--- src/rtl/wb_regfile_pkg.sv ---
// Shared definitions for the MIPS32 general-purpose register file.
// Holds the enable polarities, bus widths, register count and the dump FSM state encoding.
package wb_regfile_pkg;

   localparam logic RstEnable   = 1'b1;
   localparam logic WriteEnable = 1'b1;
   localparam logic ReadEnable  = 1'b1;

   localparam int unsigned RegBusW     = 32;
   localparam int unsigned RegAddrBusW = 5;
   localparam int unsigned RegNum      = 32;

   localparam logic [RegBusW-1:0]     ZeroWord   = '0;
   localparam logic [RegAddrBusW-1:0] NOPRegAddr = '0;

   typedef enum logic [1:0] {
      StIdle = 2'd0,
      StDump = 2'd1,
      StDone = 2'd2
   } dump_state_e;

endpackage

--- src/rtl/wb_regfile_dump_ctrl.sv ---
// Dump controller for the register file: walks an index over every register, one beat per
// accepted valid/ready handshake, then signals completion with a single-cycle done pulse.
//   clk, rst       : clock, synchronous active-high reset
//   dump_start_i   : single-cycle dump request, honoured only when idle
//   dump_ready_i   : consumer accepts the current beat
//   dump_valid_o   : beat valid (DUMP state)
//   dump_busy_o    : high in DUMP and DONE
//   dump_done_o    : one-cycle pulse after the last beat is accepted
//   dump_idx_o     : register index of the current beat (read address into the storage)
module wb_regfile_dump_ctrl
   import wb_regfile_pkg::*;
#(
   parameter int unsigned ADDR_W   = RegAddrBusW,
   parameter int unsigned NUM_REGS = RegNum
) (
   input  logic              clk,
   input  logic              rst,
   input  logic              dump_start_i,
   input  logic              dump_ready_i,
   output logic              dump_valid_o,
   output logic              dump_busy_o,
   output logic              dump_done_o,
   output logic [ADDR_W-1:0] dump_idx_o
);

   localparam logic [ADDR_W-1:0] LastIdx = ADDR_W'(NUM_REGS - 1);

   dump_state_e       state_q, state_d;
   logic [ADDR_W-1:0] idx_q, idx_d;

   always_ff @(posedge clk) begin
      if (rst == RstEnable) begin
         state_q <= StIdle;
         idx_q   <= '0;
      end else begin
         state_q <= state_d;
         idx_q   <= idx_d;
      end
   end

   always_comb begin
      state_d      = state_q;
      idx_d        = idx_q;
      dump_valid_o = 1'b0;
      dump_busy_o  = 1'b0;
      dump_done_o  = 1'b0;
      unique case (state_q)
         StIdle: begin
            if (dump_start_i) begin
               state_d = StDump;
               idx_d   = '0;
            end
         end
         StDump: begin
            dump_valid_o = 1'b1;
            dump_busy_o  = 1'b1;
            if (dump_ready_i) begin
               // Last beat found by compare so a non-power-of-two count still terminates.
               if (idx_q == LastIdx) begin
                  state_d = StDone;
               end else begin
                  idx_d = idx_q + 1'b1;
               end
            end
         end
         StDone: begin
            dump_busy_o = 1'b1;
            dump_done_o = 1'b1;
            state_d     = StIdle;
            idx_d       = '0;
         end
         default: begin
            state_d = StIdle;
            idx_d   = '0;
         end
      endcase
   end

   assign dump_idx_o = idx_q;

endmodule

--- src/rtl/wb_regfile.sv ---
// MIPS32 general-purpose register file, fed by the MEM/WB writeback triple.
// Two combinational read ports with same-cycle write-to-read bypass, plus a handshaked
// dump engine that streams every register out in index order.
//   clk, rst                 : clock, synchronous active-high reset
//   we_i, waddr_i, wdata_i   : writeback enable / destination / data
//   re1_i, raddr1_i, rdata1_o: read port 1
//   re2_i, raddr2_i, rdata2_o: read port 2
//   dump_start_i, dump_ready_i, dump_valid_o, dump_addr_o, dump_data_o,
//   dump_busy_o, dump_done_o : debug dump stream
module wb_regfile
   import wb_regfile_pkg::*;
#(
   parameter int unsigned DATA_W   = RegBusW,
   parameter int unsigned ADDR_W   = RegAddrBusW,
   parameter int unsigned NUM_REGS = RegNum
) (
   input  logic              clk,
   input  logic              rst,
   input  logic              we_i,
   input  logic [ADDR_W-1:0] waddr_i,
   input  logic [DATA_W-1:0] wdata_i,
   input  logic              re1_i,
   input  logic [ADDR_W-1:0] raddr1_i,
   output logic [DATA_W-1:0] rdata1_o,
   input  logic              re2_i,
   input  logic [ADDR_W-1:0] raddr2_i,
   output logic [DATA_W-1:0] rdata2_o,
   input  logic              dump_start_i,
   output logic              dump_valid_o,
   input  logic              dump_ready_i,
   output logic [ADDR_W-1:0] dump_addr_o,
   output logic [DATA_W-1:0] dump_data_o,
   output logic              dump_busy_o,
   output logic              dump_done_o
);

   localparam logic [DATA_W-1:0] Zero = DATA_W'(ZeroWord);
   localparam logic [ADDR_W-1:0] Nop  = ADDR_W'(NOPRegAddr);

   logic [DATA_W-1:0] regs_q [NUM_REGS];
   logic [ADDR_W-1:0] dump_idx;

   // Three lookups share the same rules: two decode ports and the dump index.
   logic [2:0][ADDR_W-1:0] rd_addr;
   logic [2:0]             rd_en;
   logic [2:0][DATA_W-1:0] rd_data;

   always_ff @(posedge clk) begin
      if (rst == RstEnable) begin
         for (int i = 0; i < NUM_REGS; i++) begin
            regs_q[i] <= Zero;
         end
      end else if (we_i == WriteEnable && waddr_i != Nop) begin
         regs_q[waddr_i] <= wdata_i;
      end
   end

   always_comb begin
      rd_addr[0] = raddr1_i;
      rd_en[0]   = re1_i;
      rd_addr[1] = raddr2_i;
      rd_en[1]   = re2_i;
      rd_addr[2] = dump_idx;
      rd_en[2]   = ReadEnable;
   end

   always_comb begin
      for (int p = 0; p < 3; p++) begin
         rd_data[p] = Zero;
         if (rst == RstEnable || rd_en[p] != ReadEnable || rd_addr[p] == Nop) begin
            rd_data[p] = Zero;
         end else if (we_i == WriteEnable && waddr_i == rd_addr[p]) begin
            rd_data[p] = wdata_i;
         end else begin
            rd_data[p] = regs_q[rd_addr[p]];
         end
      end
   end

   wb_regfile_dump_ctrl #(
      .ADDR_W   (ADDR_W),
      .NUM_REGS (NUM_REGS)
   ) u_dump_ctrl (
      .clk          (clk),
      .rst          (rst),
      .dump_start_i (dump_start_i),
      .dump_ready_i (dump_ready_i),
      .dump_valid_o (dump_valid_o),
      .dump_busy_o  (dump_busy_o),
      .dump_done_o  (dump_done_o),
      .dump_idx_o   (dump_idx)
   );

   assign rdata1_o    = rd_data[0];
   assign rdata2_o    = rd_data[1];
   assign dump_addr_o = dump_idx;
   assign dump_data_o = rd_data[2];

endmodule

--- config.mk ---
export PLATFORM = sky130hd
export DESIGN_NAME = wb_regfile
export DESIGN_NICKNAME = d
export VERILOG_FILES = /design/src/rtl/wb_regfile_pkg.sv /design/src/rtl/wb_regfile_dump_ctrl.sv /design/src/rtl/wb_regfile.sv
export SDC_FILE = /design/constraint.sdc
export NUM_CORES = 2
export LEC_CHECK = 0
export BUFFER_PORTS_ARGS = -buffer_cell sky130_fd_sc_hd__buf_2
export CORE_UTILIZATION = 55
export DETAILED_ROUTE_END_ITERATION = 7
export GPL_ROUTABILITY_DRIVEN = 0
export GPL_TIMING_DRIVEN = 0
export PLACE_DENSITY = 0.74
export SYNTH_ARGS = -nofsm -noshare
export SYNTH_HDL_FRONTEND = slang
export SYNTH_SLANG_ARGS = --single-unit
--- constraint.sdc ---
create_clock -name clk -period 1.94 [get_ports clk]
set_input_delay 0.194 -clock clk [delete_from_list [all_inputs] [get_ports clk]]
set_output_delay 0.194 -clock clk [all_outputs]
set_load 0.05 [all_outputs]
==> out/results.txt, run 1 <==
Status = aborted with a tool error
Halt Stage = global routing (5_1_grt)
Stop err = [ERROR GRT-0232] Routing congestion too high. Check the congestion heatmap in the GUI.
Die W = 344 um
I/O pin count = 158
Mapped Avg Cell Area = 13.8 um2
Mapped Area = 64200 um2
Clock Path Buffers = 3
Synth unique cells = 56
Yosys reg bits = 1036
CTS Sinks = 1036
Detailed Place HPWL = 230000 um
Post-synthesis cell count = 4644
Post-synth EDFFs = 1024
Largest net degree at the start of global routing = 21
Die Y = 344 um
Row cnt = 124
Async S/R FF share, synth = 0%
Port bufs = 149
GR Overflow Total = 6
Starting density of the core = 55.8%
Ys flop type = edfxtp_1
Num CTS Buffers = 113
Post-synthesis sequential area ratio = 48.3%
CTS root buffer = clkbuf_16
Synthesis Warnings = 0
Max H-tree Level = 3
Total track usage = 65.2%
## logic make-up after synthesis
family / Yosys count / synth area share (%)
simple gates: 1367 / 12.7
flops: 1036 / 48.3
mux: 984 / 26.6
compound gates: 695 / 8.30
buf+inv: 537 / 3.76
xor+xnor: 18 / 0.246
fa+ha+maj: 6 / 0.117
other cells: 1 / 0.00584
## metal layers
layer  track usage, %  GRT overflow
met5             40.6             0
met4             58.3             0
met3             56.8             0
met2             75.8             5
met1             66.6             1
## synthesized netlist by cell type, types with 3 or more instances
| cell | number | area, um2 |
|---|---|---|
| a2111oi_0 | 3 | 26.3 |
| a2111oi_1 | 6 | 60.1 |
| a211o_1 | 32 | 280 |
| a211oi_1 | 85 | 638 |
| a21oi_1 | 99 | 495 |
| a221o_1 | 38 | 380 |
| a221oi_1 | 120 | 1050 |
| a22o_1 | 40 | 350 |
| a22oi_1 | 99 | 743 |
| a32o_1 | 8 | 80.1 |
| and2_1 | 994 | 6220 |
| buf_1 | 20 | 75.1 |
| buf_2 | 127 | 636 |
| buf_4 | 41 | 308 |
| buf_6 | 11 | 124 |
| clkbuf_1 | 331 | 1240 |
| dfxtp_1 | 12 | 240 |
| edfxtp_1 | 1024 | 30700 |
| ha_1 | 6 | 75.1 |
| inv_1 | 7 | 26.3 |
| mux2i_1 | 405 | 4050 |
| mux4_2 | 577 | 13000 |
| nand2_1 | 56 | 210 |
| nand2b_1 | 18 | 113 |
| nand3_1 | 36 | 180 |
| nand3b_1 | 8 | 60.1 |
| nand4_1 | 3 | 18.8 |
| nor2_1 | 80 | 300 |
| nor2b_1 | 65 | 407 |
| nor3_1 | 50 | 250 |
| nor3b_1 | 7 | 52.6 |
| o21ai_0 | 12 | 60.1 |
| o21bai_1 | 37 | 278 |
| o221ai_1 | 32 | 280 |
| o22ai_1 | 50 | 313 |
| o311ai_0 | 29 | 254 |
| or2_2 | 32 | 200 |
| or3_1 | 3 | 18.8 |
| or3b_2 | 5 | 43.8 |
| xnor2_1 | 10 | 87.6 |
| xor2_1 | 8 | 70.1 |
## per-stage QoR
stage                     util [%]  cells   TNS, ns  setup slack (ns)  area (um2)
after floorplan                  -   4675     -8.09            -0.161       65700
after global placement        59.5   6336  -2547.65             -2.71       68400
after detailed placement      59.5   6339  -2639.79             -2.74       68400
after CTS                     68.2   6736    -95.10             -1.39       78400
## timing repair
action | 4_1_cts
pin swaps | 183
resized for setup | 1137
buffers inserted | 123
cloned | 40
hold endpoints to repair | 40
hold buffers | 34
endpoints found under the setup margin | 2021
==> inputs of run 2 (changes only) <==
--- a/config.mk
+++ b/config.mk
@@ -6,11 +6,11 @@
 export NUM_CORES = 2
 export LEC_CHECK = 0
 export BUFFER_PORTS_ARGS = -buffer_cell sky130_fd_sc_hd__buf_2
-export CORE_UTILIZATION = 55
+export CORE_UTILIZATION = 40
 export DETAILED_ROUTE_END_ITERATION = 7
 export GPL_ROUTABILITY_DRIVEN = 0
 export GPL_TIMING_DRIVEN = 0
-export PLACE_DENSITY = 0.74
+export PLACE_DENSITY_LB_ADDON = 0.15
 export SYNTH_ARGS = -nofsm -noshare
 export SYNTH_HDL_FRONTEND = slang
 export SYNTH_SLANG_ARGS = --single-unit
==> constraint.sdc (replaced) <==
create_clock -name clk -period 2.5 [get_ports clk]
set_input_delay 0.25 -clock clk [delete_from_list [all_inputs] [get_ports clk]]
set_output_delay 0.25 -clock clk [all_outputs]
set_load 0.05 [all_outputs]
==> run 2 against run 1 <==
Compared with the run above:
- the flow now finishes, with violations (DRC, setup timing)
- synthesized cell count is the same
- area after synthesis is the same
==> out/results.txt, run 2 <==
Worst relative slew slack = 14.9%
Async S/R FF share, synth = 0%
Crit path top cell by count = buf_16
Slowest-stage cell, CP = mux4_2
Mapped Area = 64200 um2
Post-synthesis sequential area ratio = 48.3%
CTS Sinks = 1036
Commonest non-fill, non-tap cells in the layout = 1024 x edfxtp_1, 994 x and2_1, 577 x mux4_2
CP Launch Type = register
Worst-path clk slew = 0.06 ns
Hold Crit Class = in -> reg
Maximum vdd drop = 0.000524 V
Failing checks = DRC, setup timing
Clock Path Buffers = 3
Starting density of the core = 40.4%
Ys flop type = edfxtp_1
RSZ-0062 raised after global routing = true
Core Region = 159000 um2
Die Y = 403 um
Largest register FFs = 1024
Fin. max-slew vios = 0
Worst path required time = 2.25 ns
Initial drt markers = 9716
Detailed Place HPWL = 249000 um
Yosys top cell area share = 47.9%
Clock Skew = 0.00627 ns
Pwr/cell area = 603 nW/um2
Ranking of synthesized cells by area = edfxtp_1 48%, mux4_2 20%, and2_1 9.7%
Largest net degree at the start of global routing = 33
Num CTS Buffers = 117
Status = complete, but fails checks
GR Overflow Total = 0
Top reg by flops = regs_q
Slew @ Worst Pin = 1.28 ns
Port bufs = 149
Setup-failing EPs final = 279
Max cap viols = 0
Post-Route Utilization = 51.1%
Buf+Inv Stages, Crit Path = 5
Final worst path period need = 3.60 ns
Max incr delay on CP = 0.56 ns
Most instantiated library cell after synthesis = edfxtp_1
Commonest non-fill, non-tap cell in the layout = edfxtp_1
Antenna violations before repair = 25
Crit Path Max Fanout = 7
Cell breakdown of the critical path = buf_12 -> buf_16 -> buf_16 -> buf_16 -> mux4_2 -> o22ai_4 -> nor3_1 -> a211o_4 -> buf_6
Data arrival time of the worst path = 3.35 ns
Crit end category = output pin
Final worst slack = -1.10 ns
Crit share post-route = 144%
Drt wl/cell = 46.2 um
CTS tree = built
Layout cells sized above 1 = 38.6%
I/O pin count = 158
Routed via count = 52100
Fmax = 278 MHz
Crit path kind = reg -> out
Hold Vio Cnt, Final = 0
Number of remaining DRC errors = 1
CTS root buffer = clkbuf_16
Synth unique cells = 56
Die area = 162000 um2
Worst-Skew Late Latency = 0.76 ns
Yosys reg bits = 1036
Row cnt = 146
Vias in the first global route = 48400
Filler Cells Inserted = 13500
Cell taking the most area after synthesis = edfxtp_1
Total track usage = 40.8%
Die W = 403 um
First-pass GRT wire length = 440000 um
Synthesis Warnings = 0
Post-synthesis cell count = 4644
Max H-tree Level = 3
Mapped Avg Cell Area = 13.8 um2
Synth cell count leaders = 1024 x edfxtp_1, 994 x and2_1, 577 x mux4_2, 405 x mux2i_1, 331 x clkbuf_1
Setup TNS = -77.76 ns
Area delta synth->final = 26.6%
Post-synth EDFFs = 1024
Number of nets with antenna violations after routing = 0
Hold slack = 0.0406 ns
Total Wirelength = 338000 um
Delay-heaviest family, CP = buffers and inverters
Nets = 5183
1st-pass router iterations = 8
Leakage = 27.8 nW
Vias/cell = 7.13
[run 2: cell counts after synthesis]
No cell type changed its count.
[run 2: final timing paths]
path / from / endpoint / slack (ns) / cells after the start
worst min-delay path: wdata_i[17] / regs_q[7][17]$_SDFFCE_PN0P_ / 0.04 / 2
worst min register to register: u_dump_ctrl.state_q[1]$_SDFFE_PP0P_ / u_dump_ctrl.state_q[1]$_SDFFE_PP0P_ / 0.51 / 2
worst max register to register: u_dump_ctrl.dump_idx_o[0]$_SDFFE_PP0P_ / u_dump_ctrl.dump_idx_o[1]$_SDFFE_PP0P_ / 0.32 / 7
worst max-delay path: register / dump_data_o[12] / -1.10 / 9
[run 2: repair_timing]
action                     4_1_cts  5_1_grt
gates cloned                    22        1
setup endpoints to repair     1218     1107
hold endpoints to repair        31        0
buffers inserted                96       38
gates resized for setup       1595      227
pin swaps                      195      141
hold buffers                    30        0
[run 2: cell families (layout without fill, tap and decap cells)]
logic type | Yosys count | after routing | share of synthesized area [%]
simple gates | 1367 | 1368 | 12.7
fa+ha+maj | 6 | 6 | 0.117
xor+xnor | 18 | 18 | 0.246
buf+inv | 537 | 1078 | 3.76
compound gates | 695 | 695 | 8.30
other cells | 1 | 41 | 0.00584
flops | 1036 | 1036 | 48.3
mux | 984 | 984 | 26.6
[run 2: final cells by class]
class / count / area [um2] / share of cell area [%]
Antenna cell: 9 / 22.5 / 0.0277
Buffer: 523 / 4610 / 5.67
Clock buffer: 146 / 3130 / 3.85
Clock inverter: 67 / 739 / 0.910
Inverter: 7 / 30.0 / 0.0370
Multi-Input combinational cell: 3103 / 35400 / 43.6
Sequential cell: 1036 / 31000 / 38.2
Tap cell: 2072 / 2590 / 3.19
Timing Repair Buffer: 335 / 3680 / 4.53
[run 2: stage by stage]
step	total power [mW]	cells	worst slack, ns	cell area, um2
after floorplan	25.2	4675	0.0920	64300
after global placement	28.4	6896	-2.81	67700
after detailed placement	28.5	6900	-2.39	67700
after CTS	47.8	7257	-1.04	79900
after global routing	49.3	7291	-1.03	81200
final	49.0	7298	-1.10	81200
[run 2: worst reg2reg max path: cells and delay by family, from the launching register on]
| family | cells | cell delay [ns] |
|---|---|---|
| adders and majority gates | 2 | 0.43 |
| and+or+nand+nor | 3 | 0.68 |
| DFF | 1 | 0.39 |
| muxes | 1 | 0.39 |
| AOI/OAI and AO/OA | 1 | 0.17 |
[run 2: power breakdown]
group / total [mW] / switching (mW) / internal (mW)
sequential: 20.9 / 0.857 / 20.1
clock: 18.3 / 7.85 / 10.5
combinational: 9.75 / 5.96 / 3.79
total: 49.0 / 14.7 / 34.3
[run 2: metal layers]
layer	routed length, um	up-vias	global-route usage [%]	share of wire (%)
li1	-	19400	-	-
met1	117000	26600	50.6	35
met2	136000	4830	56.2	40
met3	55500	1217	19.3	16
met4	28600	20	27.3	8.5
met5	528	-	2.14	0.16
No activity file was read; power rests on OpenSTA's default activity.
